--- src/rtl/fsm_pkg.sv ---
// fsm_pkg: shared state, symbol types and symbol bit masks for the recognizer sequencer
package fsm_pkg;
  typedef enum logic [2:0] {IDLE, CLEAR, RUN, DRAIN, DONE} ctrl_state_t;
  typedef logic [1:0] sym_t;
  localparam sym_t SYM_X = 2'b10;
  localparam sym_t SYM_Z = 2'b01;
endpackage

--- src/rtl/fsm_seq_buf.sv ---
// fsm_seq_buf: append-only symbol register file with length tracking and combinational read
module fsm_seq_buf
  import fsm_pkg::*;
#(
  parameter int DEPTH = 8,
  localparam int IW = $clog2(DEPTH)
) (
  input  logic          i_clk,
  input  logic          i_rst_n,
  input  logic          i_clr,
  input  logic          i_wr,
  input  sym_t          i_sym,
  input  logic [IW-1:0] i_rd_ptr,
  output sym_t          o_rd_sym,
  output logic [IW:0]   o_len,
  output logic          o_full
);
  sym_t        r_mem [DEPTH];
  logic [IW:0] r_len;
  always_ff @(posedge i_clk or negedge i_rst_n)
    if (!i_rst_n) begin
      r_len <= '0;
      for (int i = 0; i < DEPTH; i++) r_mem[i] <= '0;
    end else if (i_clr) begin
      r_len <= '0;
    end else if (i_wr && !o_full) begin
      r_mem[r_len[IW-1:0]] <= i_sym;
      r_len <= r_len + 1'b1;
    end
  assign o_rd_sym = r_mem[i_rd_ptr];
  assign o_len    = r_len;
  assign o_full   = r_len == (IW+1)'(DEPTH);
endmodule

--- src/rtl/fsm_seq_ctrl.sv ---
// fsm_seq_ctrl: buffers a symbol sequence, replays it into a recognizer FSM and scores its y output
module fsm_seq_ctrl
  import fsm_pkg::*;
#(
  parameter int DEPTH = 8,
  parameter int LAT = 2,
  parameter int CW = 4,
  localparam int IW = $clog2(DEPTH)
) (
  input  logic          i_clk,
  input  logic          i_rst_n,
  input  logic          i_wr_en,
  input  sym_t          i_wr_sym,
  input  logic          i_clr,
  input  logic          i_start,
  input  logic          i_abort,
  input  logic          i_fsm_y,
  output logic          o_fsm_x,
  output logic          o_fsm_z,
  output logic          o_fsm_rst,
  output logic          o_busy,
  output logic          o_done,
  output logic          o_aborted,
  output logic [CW-1:0] o_hit_cnt,
  output logic [IW-1:0] o_first_hit,
  output logic          o_hit_valid,
  output logic          o_wr_err
);
  ctrl_state_t    r_state, w_nxt;
  logic [IW-1:0]  r_ptr, w_ptr_nxt;
  logic [IW-1:0]  r_pi [LAT];
  logic [LAT-1:0] r_pv;
  logic [1:0]     r_dcnt, w_dcnt_nxt;
  logic [IW:0]    w_len, w_len_eff;
  sym_t           w_rd_sym;
  logic           w_full, w_idle, w_clr, w_wr, w_go, w_abort, w_score;

  assign w_idle    = r_state == IDLE;
  assign w_clr     = w_idle && i_clr;
  assign w_wr      = w_idle && i_wr_en && !i_clr && !w_full;
  assign w_go      = w_idle && i_start;
  assign w_abort   = i_abort && (r_state inside {CLEAR, RUN, DRAIN});
  // a write issued alongside start is part of the run
  assign w_len_eff = w_clr ? '0 : w_len + {{IW{1'b0}}, w_wr};
  assign w_score   = r_pv[LAT-1] && i_fsm_y && !w_abort;

  fsm_seq_buf #(.DEPTH(DEPTH)) u_buf (
    .i_clk    (i_clk),
    .i_rst_n  (i_rst_n),
    .i_clr    (w_clr),
    .i_wr     (w_wr),
    .i_sym    (i_wr_sym),
    .i_rd_ptr (w_ptr_nxt),
    .o_rd_sym (w_rd_sym),
    .o_len    (w_len),
    .o_full   (w_full)
  );

  always_comb begin
    w_nxt      = r_state;
    w_ptr_nxt  = r_ptr;
    w_dcnt_nxt = r_dcnt;
    unique case (r_state)
      IDLE:  if (w_go) w_nxt = (w_len_eff != '0) ? CLEAR : DONE;
      CLEAR: begin
        w_nxt     = RUN;
        w_ptr_nxt = '0;
      end
      RUN: begin
        w_ptr_nxt = r_ptr + 1'b1;
        if ({1'b0, r_ptr} == w_len - 1'b1) begin
          w_nxt      = DRAIN;
          w_dcnt_nxt = '0;
        end
      end
      DRAIN: begin
        w_dcnt_nxt = r_dcnt + 1'b1;
        if (r_dcnt == 2'(LAT - 1)) w_nxt = DONE;
      end
      default: w_nxt = IDLE;
    endcase
    if (w_abort) w_nxt = DONE;
  end

  // outputs are registered from the next state so they align with the state they describe
  always_ff @(posedge i_clk or negedge i_rst_n)
    if (!i_rst_n) begin
      r_state     <= IDLE;
      r_ptr       <= '0;
      r_dcnt      <= '0;
      r_pv        <= '0;
      for (int i = 0; i < LAT; i++) r_pi[i] <= '0;
      o_fsm_x     <= 1'b0;
      o_fsm_z     <= 1'b0;
      o_fsm_rst   <= 1'b0;
      o_busy      <= 1'b0;
      o_done      <= 1'b0;
      o_aborted   <= 1'b0;
      o_hit_cnt   <= '0;
      o_first_hit <= '0;
      o_hit_valid <= 1'b0;
      o_wr_err    <= 1'b0;
    end else begin
      r_state   <= w_nxt;
      r_ptr     <= w_ptr_nxt;
      r_dcnt    <= w_dcnt_nxt;
      o_fsm_rst <= w_nxt == CLEAR;
      o_fsm_x   <= (w_nxt == RUN) && |(w_rd_sym & SYM_X);
      o_fsm_z   <= (w_nxt == RUN) && |(w_rd_sym & SYM_Z);
      o_busy    <= w_nxt inside {CLEAR, RUN, DRAIN};
      o_done    <= w_nxt == DONE;
      r_pv[0]   <= (r_state == RUN) && !w_abort;
      r_pi[0]   <= r_ptr;
      for (int i = 1; i < LAT; i++) begin
        r_pv[i] <= r_pv[i-1] && !w_abort;
        r_pi[i] <= r_pi[i-1];
      end
      o_wr_err  <= w_clr ? 1'b0 : (i_wr_en && (!w_idle || w_full)) ? 1'b1 : w_go ? 1'b0 : o_wr_err;
      if (w_go) begin
        o_hit_cnt   <= '0;
        o_hit_valid <= 1'b0;
        o_first_hit <= '0;
        o_aborted   <= 1'b0;
      end else begin
        if (w_abort) o_aborted <= 1'b1;
        if (w_score) begin
          o_hit_cnt <= (o_hit_cnt == '1) ? o_hit_cnt : o_hit_cnt + 1'b1;
          if (!o_hit_valid) begin
            o_first_hit <= r_pi[LAT-1];
            o_hit_valid <= 1'b1;
          end
        end
      end
    end
endmodule

--- config.mk ---
export PLATFORM = sky130hd
export DESIGN_NAME = fsm_seq_ctrl
export DESIGN_NICKNAME = d
export VERILOG_FILES = /design/src/rtl/fsm_pkg.sv /design/src/rtl/fsm_seq_buf.sv /design/src/rtl/fsm_seq_ctrl.sv
export SDC_FILE = /design/constraint.sdc
export NUM_CORES = 1
export LEC_CHECK = 0
export CAP_MARGIN = 20
export CORE_MARGIN = 5
export CORE_UTILIZATION = 45
export CTS_CLUSTER_SIZE = 10
export DETAILED_ROUTE_END_ITERATION = 10
export PLACE_DENSITY = 0.64
export SLEW_MARGIN = 20
export SYNTH_ARGS = -nofsm -noshare
export SYNTH_HDL_FRONTEND = slang
export SYNTH_SLANG_ARGS = --single-unit
--- constraint.sdc ---
create_clock -name i_clk -period 3.7 [get_ports i_clk]
set_input_delay 0.555 -clock i_clk [delete_from_list [all_inputs] [get_ports i_clk]]
set_output_delay 0.555 -clock i_clk [all_outputs]
set_load 0.05 [all_outputs]
==> results.ini <==
[run_status]
status=finished, final reports clean

[clocking]
hold_buffers=0
clockRootBuffer=clkbuf_8
numCtsBuffers=5
cts_tree=done
clk_latency_ns=0.31
clock_path_buffers=2
cts-resized-gates=0
path_clk_slew_ns=0.10
post-cts-setup-buffers=0
htreeDepth=2
clock-sinks=51

[setup_path]
critPathCaptureType=register
critPathKind=register to register
cp_slowest_cell=dfrtp_1
cpMostUsedCell=ha_1
timing.critical_path.cells=inv_1 > ha_1 > nand2_1 > o211ai_4 > nor3b_4 > ha_1 > ha_1 > or2_2 > o311a_1 > o311ai_2 > nand2_1 > a21oi_1
crit_arrival_ns=3.50
startpoint_type=register
required_ns=3.93
path_max_fanout=12
slowest_delay_ns=0.56

[placement]
gp_congestion=0.8300
placed_cells=362
dp_slack_ns=0.4982
hpwl_um=4074
portBuffers=23
dpl_cell_area_mm2=0.003073

[die]
fp.dieArea_mm2=0.007869
num_rows=28
fp.dieH_um=88.71
core_area_mm2=0.005956
die_x_um=88.71
start_util_pct=46.81
io_pins=24

[timing]
tightest_slew_ns=0.7482
fin_skew_ns=0.01085
relSlewSlack_pct=49.89
timing.final.ws_setup_ns=0.4277
post-route-period-util_pct=88.44
grt_setup_unrepaired=no
period_needed_ns=3.272
hold_viol=0
max_freq_mhz=305.6
finalSetupTns_ns=0
setup_viol=0
drv_slew=0

[synth]
syn-cell-area_mm2=0.002788
ys_seq_area_share_pct=45.78
ys.warnings.count=0
avgSynthCellArea_um2=10.17
syn_inst=274
ys_ff_latch=51
synth_nets=290
ys_types=51

[cells_and_area]
finalInstanceArea_mm2=0.003171
stdcell_count=370
nets=310
utilization_pct=53.24
final_common_cell=dfrtp_1
antenna-diode-count=0
final_cell_mix=dfrtp_1, nand2_1, nor2_1, clkdlybuf4s50_1, o21ai_0
syn_to_final_growth_pct=13.73
fillers=546
drive_gt1_share_pct=11.53

[route]
drt_iter0_markers=117
drt_wl_total_um=5676
drc=0
first_pass_iters=4
viasPerCell=5.538
num_vias=2049
ant_nets=0
wire_per_inst_um=15.34

[pwr]
p_leak_nw=1.409
p_sw_share_pct=42.99
power-per-cell-area_mw_per_mm2=722.5
p_clk_share_pct=14.7
ir_worst_vdd_mv=0.2793
power_frac_comb_pct=47.7
pwr-share-seq_pct=37.7
netSwitchingPower_w=0.0009847
p_int_w=0.001306

[grt]
track_usage_pct=15.83
grt_max_degree=48
grt.overflow.total=0
antenna_found_initial=0
grt_pass1_wl_um=9673
grt_pass1_vias=1886

[hold_path]
min_path_type=input pin to async pin

[run]
drv_cap=0

[cells by family after synthesis]
family | Yosys count | synth area share (%)
compound gates | 64 | 16.92
xor+xnor | 9 | 2.828
fa+ha+maj | 7 | 3.142
buf+inv | 24 | 3.635
flops | 51 | 45.78
mux | 28 | 10.77
simple gates | 91 | 16.92
[worst max-delay path: cells and delay by family, from the launching register on]
kind	cells	cell delay, ns
and+or+nand+nor	4	0.87
AOI/OAI and AO/OA	4	0.92
DFF	1	0.56
adders and majority gates	3	0.68
buffers and inverters	1	0.15
[stage by stage]
stage | power [W] | hold slack, ns
floorplan | 0.001691 | 0.2594
global placement | 0.001957 | 0.3329
detailed placement | 0.001965 | 0.3347
CTS | 0.002310 | 0.3558
global route | 0.002472 | 0.2757
finish | 0.002291 | 0.2361
[sequential cells by signal, summed over array words and instances (netlist names), 3 cells and up]
name and count:
u_buf.r_mem 16, r_pi 6, o_hit_cnt 4, u_buf.o_len 4, o_first_hit 3, r_ptr 3, r_state 3
[cell usage after synthesis (all sizes together)]
master   number  share of area (%)
or3           1               0.22
o211ai        2                1.0
nand2b        4               0.90
ha            7                3.1
nor3          3               0.54
a221oi        1               0.31
nor2         26                4.2
nand4         2               0.45
a22o          8                2.5
a31oi         2               0.45
a211oi        1               0.27
nand2        28                3.8
a21o          1               0.27
mux2         16                6.5
o22ai         1               0.22
nand3b        1               0.27
inv          10                1.3
dfrtp        51                 46
nor3b         4                1.7
nand3         4               0.72
o2111ai       8                2.5
o311a         1               0.36
nor2b         9                2.0
a22oi         1               0.27
o21a          1               0.27
o22a          4                1.3
xnor2         3               0.94
buf           9                1.6
nor4bb        1               0.36
clkbuf        5               0.67
o2bb2ai       2               0.63
o311ai        2               0.90
a41oi         1               0.31
xor2          6                1.9
and2          2               0.49
a21oi        10                1.8
or2           3               0.67
o31ai         2               0.54
o21ai        15                2.7
a311oi        1               0.31
mux2i        12                4.3
and3          3               0.67
[routing by layer]
metal  track usage (%)  up-vias  routed length, um
li1                  -     1023                  -
met5                 0        -                  0
met1             22.96      978               2723
met2             24.76       44               2702
met4             3.297        0                 33
met3             2.980        4                217
[power by group through the flow]
stage / clock (W) / combinational, W / sequential, W
CTS: 0.000353 / 0.00109 / 0.000862
finish: 0.000336 / 0.00109 / 0.000863
detailed placement: 0 / 0.00109 / 0.000873
global placement: 0 / 0.00109 / 0.000869
global route: 0.000373 / 0.00121 / 0.000889
floorplan: 0 / 0.000791 / 0.000900
[final timing paths]
kind | slack (ns) | to | cells past startpoint | from
setup reg to reg | 0.43 | o_fsm_z | 12 | u_buf.o_len[1]
min in group i_clk | 0.35 | r_pi[0] | 0 | r_pi[3]
hold reg to reg | 0.35 | r_pi[0] | 0 | r_pi[3]
hold / removal | 0.24 | o_hit_cnt[2] | 1 | i_rst_n
max in group asynchronous | 2.93 | u_buf.r_mem[13] | 2 | i_rst_n
setup / recovery | 0.43 | o_fsm_z | 12 | u_buf.o_len[1]
[layout make-up]
class                           count  area, um^2  share of cell area [%]
Clock buffer                        5       68.82                   2.170
Clock inverter                      3       26.28                  0.8287
Inverter                           10       37.54                   1.184
Multi-Input combinational cell    199        1410                   44.48
Sequential cell                    51        1276                   40.25
Tap cell                           75       93.84                   2.960
Timing Repair Buffer               27       257.7                   8.129
(Power assumes the default switching activity.)
==> edit 1: new RTL, same settings <==
Put one more register stage on the output `o_hit_cnt`, cleared by the reset. The value now appears one clock later. The other outputs are not delayed to match.
--- a/src/rtl/fsm_seq_ctrl.sv
+++ b/src/rtl/fsm_seq_ctrl.sv
@@ -26,6 +26,8 @@
   output logic          o_hit_valid,
   output logic          o_wr_err
 );
+
+  logic [CW-1:0] o_hit_cnt_s0;
   ctrl_state_t    r_state, w_nxt;
   logic [IW-1:0]  r_ptr, w_ptr_nxt;
   logic [IW-1:0]  r_pi [LAT];
@@ -96,7 +98,7 @@
       o_busy      <= 1'b0;
       o_done      <= 1'b0;
       o_aborted   <= 1'b0;
-      o_hit_cnt   <= '0;
+      o_hit_cnt_s0 <= '0;
       o_first_hit <= '0;
       o_hit_valid <= 1'b0;
       o_wr_err    <= 1'b0;
@@ -117,14 +119,14 @@
       end
       o_wr_err  <= w_clr ? 1'b0 : (i_wr_en && (!w_idle || w_full)) ? 1'b1 : w_go ? 1'b0 : o_wr_err;
       if (w_go) begin
-        o_hit_cnt   <= '0;
+        o_hit_cnt_s0 <= '0;
         o_hit_valid <= 1'b0;
         o_first_hit <= '0;
         o_aborted   <= 1'b0;
       end else begin
         if (w_abort) o_aborted <= 1'b1;
         if (w_score) begin
-          o_hit_cnt <= (o_hit_cnt == '1) ? o_hit_cnt : o_hit_cnt + 1'b1;
+          o_hit_cnt_s0 <= (o_hit_cnt_s0 == '1) ? o_hit_cnt_s0 : o_hit_cnt_s0 + 1'b1;
           if (!o_hit_valid) begin
             o_first_hit <= r_pi[LAT-1];
             o_hit_valid <= 1'b1;
@@ -132,5 +134,13 @@
         end
       end
     end
+  always_ff @(posedge i_clk or negedge i_rst_n) begin
+    if (!i_rst_n) begin
+      o_hit_cnt <= '0;
+    end else begin
+      o_hit_cnt <= o_hit_cnt_s0;
+    end
+  end
+
 endmodule
 
Check against the original RTL: not equivalent (a bounded check fails within 10 cycles, from zero or initial values and one cycle with i_rst_n low).
==> edit 1 against the unedited design <==
- critical path type unchanged
- critical endpoint unchanged
- worst setup slack worse by 0.015 ns
- critical path depth fell by 2
- global-route usage fell by 0.35 points
- non-clock buffer count rose by 2
- largest power group unchanged
- synthesized cell count grew 0.73%
- wire length rose by 4.1%
- synthesized area rose by 2.6%
- sequential cell count up 4
- final area increased by 3.1%
- power rose by 2.8%
==> edit 1: results (changes against the unedited design) <==
| Metric | Value |
|---|---|
| IO Port Bufs | `23 (unchanged)` |
| Largest cells by area after synthesis | `dfrtp_1, mux2_2, mux2i_1 (was dfrtp_1, mux2i_1, mux2_2)` |
| Setup repair bufs after CTS | `0 (unchanged)` |
| Initial DRC count | `172 (was 117)` |
| Critical path class | `flip-flop to flip-flop (unchanged)` |
| Worst hold path class | `input pin to asynchronous set/reset pin (unchanged)` |
| GRT Total Usage | `15.5% (was 15.8%)` |
| Worst path arrival time | `3.51 ns (was 3.50 ns)` |
| Clock root buffer | `clkbuf_8 (unchanged)` |
| # diodes | `0 (unchanged)` |
| Post-synthesis mux area share | `10.8% (about the same)` |
| Synth top cells by count | `dfrtp_1, nand2_1, nor2_1, mux2_2, o21ai_0 (was dfrtp_1, nand2_1, nor2_1, o21ai_0, mux2i_1)` |
| Syn nets | `292 (was 290)` |
| H-tree Lvls | `2 (unchanged)` |
| Peak supply drop | `296 µV (was 279 µV)` |
| Async SR Flop Fraction | `100% (unchanged)` |
| Clk slew on worst S/H paths | `around 0.11 ns` |
| CTS Buf Count | `5 (unchanged)` |
| Global-route wire length before repair | `10400 µm (was 9670 µm)` |
| Synth unique cells | `44 (was 51)` |
| Filler cells | `574 (was 546)` |
| Post-synthesis adder-cell area fraction | `3.06% (was 3.14%)` |
| Placed cell count | `369 (was 362)` |
| TritonRoute pass-1 iters | `5 (was 4)` |
| Register area share after synthesis | `48.1% (was 45.8%)` |
| Clk_lat worst skew | `0.31 ns (about the same)` |
| Vias in the first global route | `2125 (was 1886)` |
| Wire per inst | `15.7 µm (was 15.3 µm)` |
| CP Max Fanout | `17 (was 12)` |
| Synth Area in Compound Gates | `14.6% (was 16.9%)` |
| Largest net degree at the start of global routing | `39 (was 48)` |
| YS warnings | `0 (unchanged)` |
| Cells after synthesis | `276 (was 274)` |
| Regs by FF count | `u_buf.r_mem: 16 flops, r_pi: 6 flops (unchanged)` |
| Status | `completed (unchanged)` |
| Layout Cells excl Fill | `377 (was 370)` |
| Max_slew headroom | `45.9% (was 49.9%)` |
| Proportion of layout cells with a drive suffix above 1 | `13.0% (was 11.5%)` |
| Detailed Place HPWL | `4270 µm (was 4070 µm)` |
| Max Clock Skew | `0.0145 ns (was 0.0109 ns)` |
| GP Congestion | `0.779 (was 0.830)` |
| Xor-xnor portion of the synthesized cell area | `3.67% (was 2.83%)` |
| Clock Path Buffers | `2 (unchanged)` |
| Initial antenna violation count | `0 (unchanged)` |
| Worst r2r src | `r_state[1] (was u_buf.o_len[1])` |
| # resized after CTS | `0 (unchanged)` |
| Vias per cell | `5.59 (was 5.54)` |
| Total leakage power | `0.00146 µW (was 0.00141 µW)` |
| # nets final | `315 (was 310)` |
## edit 1: where the power goes
group / internal [µW] / switching [µW] / total (µW)
registers: 747 / 143 / 890
clock network: 144 / 215 / 359
logic: 469 / 638 / 1110
total: 1360 / 995 / 2360
## edit 1: cells by family (layout without fill, tap and decap cells)
| group | after synthesis | count (layout) |
|---|---|---|
| and+or+nand+nor | 91 | 91 |
| AOI/OAI and AO/OA | 59 | 59 |
| buffers and inverters | 23 | 47 |
| xor gates and xnor gates | 12 | 12 |
| muxes | 29 | 29 |
| DFF | 55 | 55 |
| adders and majority gates | 7 | 7 |
## edit 1: area by class of cell
type | instances | area [µm²] | share of cell area, %
multi-input combinational | 198 | 1390 | 42.5
sequential | 55 | 1380 | 42.1
timing repair buffer | 29 | 270 | 8.27
tap | 77 | 96.3 | 2.95
clock buffer | 5 | 68.8 | 2.10
inverter | 10 | 37.5 | 1.15
clock inverter | 3 | 31.3 | 0.957
## edit 1: per-stage QoR
stage / util (%) / instance area (µm²) / setup WS, ns
3_5_place_dp: 50.5 / 3170 / 0.467
2_1_floorplan: - / 2860 / 0.659
4_1_cts: 52.1 / 3270 / 0.413
3_3_place_gp: 50.5 / 3170 / 0.599
5_1_grt: 52.1 / 3270 / 0.193
6_report: 52.1 / 3270 / 0.413
## edit 1: worst paths after layout
check | endpoint | slack, ns | cells after the start
worst max-delay path | o_fsm_z | 0.41 | 10
worst min-delay path | o_hit_cnt[3] | 0.32 | 1
worst max register to register | o_fsm_z | 0.41 | 10
worst min register to register | r_pi[0] | 0.36 | 0
max in group asynchronous | u_buf.r_mem[15] | 2.62 | 2
min in group i_clk | r_pi[0] | 0.36 | 0
## edit 1: metal layers
layer	vias up	wire length, µm	track usage, %
li1	1035	-	-
met1	1014	2720	21.0
met2	55	2850	24.7
met3	4	275	3.76
met4	0	55	4.28
met5	-	0	0
## edit 1: worst max-delay path, stage by stage (launching register included)
cell and delay, ns:
dfrtp_1 0.64, nor2_8 0.34, o211ai_2 0.17, nor3b_4 0.22
ha_1 0.20, ha_1 0.22, or2_2 0.30, o311a_1 0.37
o311ai_1 0.41, nand2_1 0.16, a21oi_1 0.16
==> edit 2: new RTL, same flow settings <==
Made on the original files. `DEPTH` is set to 8 in 2 places; all go to 16.
--- a/src/rtl/fsm_seq_buf.sv
+++ b/src/rtl/fsm_seq_buf.sv
@@ -2,7 +2,7 @@
 module fsm_seq_buf
   import fsm_pkg::*;
 #(
-  parameter int DEPTH = 8,
+  parameter int DEPTH = 16,
   localparam int IW = $clog2(DEPTH)
 ) (
   input  logic          i_clk,
--- a/src/rtl/fsm_seq_ctrl.sv
+++ b/src/rtl/fsm_seq_ctrl.sv
@@ -2,7 +2,7 @@
 module fsm_seq_ctrl
   import fsm_pkg::*;
 #(
-  parameter int DEPTH = 8,
+  parameter int DEPTH = 16,
   parameter int LAT = 2,
   parameter int CW = 4,
   localparam int IW = $clog2(DEPTH)
Ports: changed (resized o_first_hit); port bits go from 24 to 25. No check against the original RTL was run, so the function may have changed too.
==> edit 2 against the unedited design <==
- combinational power increased by 22%
- worst hold slack improved by 0.024 ns
- clock skew decreased by 0.0023 ns
- worst setup slack improved by 0.27 ns
- synthesized area increased by 36%
- sequential cell count increased by 21
- final area increased by 36%
- synthesized cell count increased by 25%
- power increased by 33%
- wire length increased by 35%
- critical path type unchanged
- largest cell class unchanged
==> edit 2: results (changes against the unedited design) <==
| Metric | Value |
|---|---|
| CP Max Fanout | `18 (was 12)` |
| Synth top cells by count | `dfrtp_1, nand2_1, mux2_2, mux2i_1, nor2_1 (was dfrtp_1, nand2_1, nor2_1, o21ai_0, mux2i_1)` |
| Setup repair bufs after CTS | `0 (unchanged)` |
| Status | `completed (unchanged)` |
| Clk_lat worst skew | `0.35 ns (was 0.31 ns)` |
| Peak supply drop | `326 µV (was 279 µV)` |
| Worst hold path class | `input pin to asynchronous set/reset pin (unchanged)` |
| Worst path arrival time | `3.24 ns (was 3.50 ns)` |
| Delay-heaviest family, CP | `simple AND/OR/NAND/NOR gates (was compound AO/OA/AOI/OAI gates)` |
| Synth unique cells | `57 (was 51)` |
| Max Clock Skew | `0.00853 ns (was 0.0109 ns)` |
| Initial DRC count | `97 (was 117)` |
| Clock Path Buffers | `2 (unchanged)` |
| CTS Buf Count | `9 (was 5)` |
| Filler cells | `737 (was 546)` |
| Max reg flops | `32 (was 16)` |
| GRT Total Usage | `16.6% (was 15.8%)` |
| Reg with most FFs | `u_buf.r_mem (unchanged)` |
| Worst-Margin Slew | `0.734 ns (was 0.748 ns)` |
| Largest cells by area after synthesis | `dfrtp_1, mux2_2, mux2i_1 (was dfrtp_1, mux2i_1, mux2_2)` |
| Total leakage power | `0.00196 µW (was 0.00141 µW)` |
| Detailed Place HPWL | `5260 µm (was 4070 µm)` |
| Initial antenna violation count | `0 (unchanged)` |
| H-tree Lvls | `3 (was 2)` |
| GP Congestion | `0.778 (was 0.830)` |
| Proportion of layout cells with a drive suffix above 1 | `19.0% (was 11.5%)` |
| Vias | `2587 (was 2049)` |
| Clock root buffer | `clkbuf_8 (unchanged)` |
| # diodes | `0 (unchanged)` |
| Async SR Flop Fraction | `100% (unchanged)` |
| Register area share after synthesis | `47.4% (was 45.8%)` |
| Layout Cells excl Fill | `474 (was 370)` |
| IO Port Bufs | `24 (was 23)` |
| Net Switching | `1180 µW (was 985 µW)` |
| Placed cell count | `459 (was 362)` |
| Clk slew on worst S/H paths | `0.07 ns (was 0.10 ns)` |
| YS warnings | `0 (unchanged)` |
| TritonRoute pass-1 iters | `4 (unchanged)` |
| Crit-path max cell delay | `0.57 ns` |
| EDFF count, synth | `0 (unchanged)` |
| # nets final | `384 (was 310)` |
| Largest net degree at the start of global routing | `42 (was 48)` |
| Syn nets | `361 (was 290)` |
| Routed Wire Length | `7670 µm (was 5680 µm)` |
| Global-route wire length before repair | `13300 µm (was 9670 µm)` |
| Mean Syn Cell Area | `11.1 µm² (was 10.2 µm²)` |
-- edit 2: changes by cell type in the layout (fill, tap and decap cells not counted), sizes merged, moves of 7 or more --
cell,change
mux2i,+15
dfrtp,+21
mux2,+16
clkbuf,+7
o221ai,+12
a22o,-8
o2111ai,-8
nand2,+7
-- edit 2: cell type report --
type	count	area [µm²]	area share [%]
Sequential cell	72	1800	41.7
Timing Repair Buffer	30	280	6.48
Tap cell	105	131	3.04
Clock buffer	12	165	3.82
Multi-Input combinational cell	241	1870	43.1
Clock inverter	3	40.0	0.926
Inverter	11	41.3	0.955
-- edit 2: power groups by stage --
stage	clock [µW]	sequential, µW	combinational (µW)
after CTS	656	1070	1350
after detailed placement	0	1080	1340
final	642	1070	1330
after floorplan	0	1160	939
after global placement	0	1070	1330
after global routing	700	1100	1470
-- edit 2: worst paths after layout --
check,start,endpoint,slack [ns],cells after the start
hold / removal,i_rst_n,o_hit_cnt[0],0.26,1
max in group asynchronous,i_rst_n,u_buf.r_mem[24],2.45,2
hold reg to reg,r_pi[5],r_pi[1],0.35,0
setup reg to reg,r_state[1],o_busy,0.69,10
setup / recovery,r_state[1],o_busy,0.69,10
min in group i_clk,r_pi[5],r_pi[1],0.35,0
-- edit 2: logic make-up (layout without fill, tap and decap cells) --
kind of cell	after synthesis	count (layout)	share of synthesized area (%)
fa+ha+maj	10	10	3.29
flops	72	72	47.4
mux	59	59	16.8
buf+inv	29	56	3.62
xor+xnor	15	15	3.45
simple gates	110	110	16.3
compound gates	47	47	9.21
-- edit 2: metal layers --
metal / vias to the layer above / share of wire (%) / GRT usage [%] / routed length, µm
met1: 1270 / 49 / 22.8 / 3730
met2: 32 / 47 / 25.9 / 3570
met3: 12 / 3.0 / 3.69 / 228
li1: 1273 / - / - / -
met5: - / 0 / 0 / 0
met4: 0 / 1.8 / 6.36 / 137
-- edit 2: through the flow --
stage	instance area [µm²]	hold slack (ns)	power, µW	setup slack [ns]
final	4330	0.260	3040	0.694
after global routing	4330	0.301	3270	0.480
after CTS	4330	0.281	3070	0.685
after detailed placement	4120	0.339	2420	0.691
after global placement	4120	0.333	2400	0.741
after floorplan	3800	0.259	2090	0.950
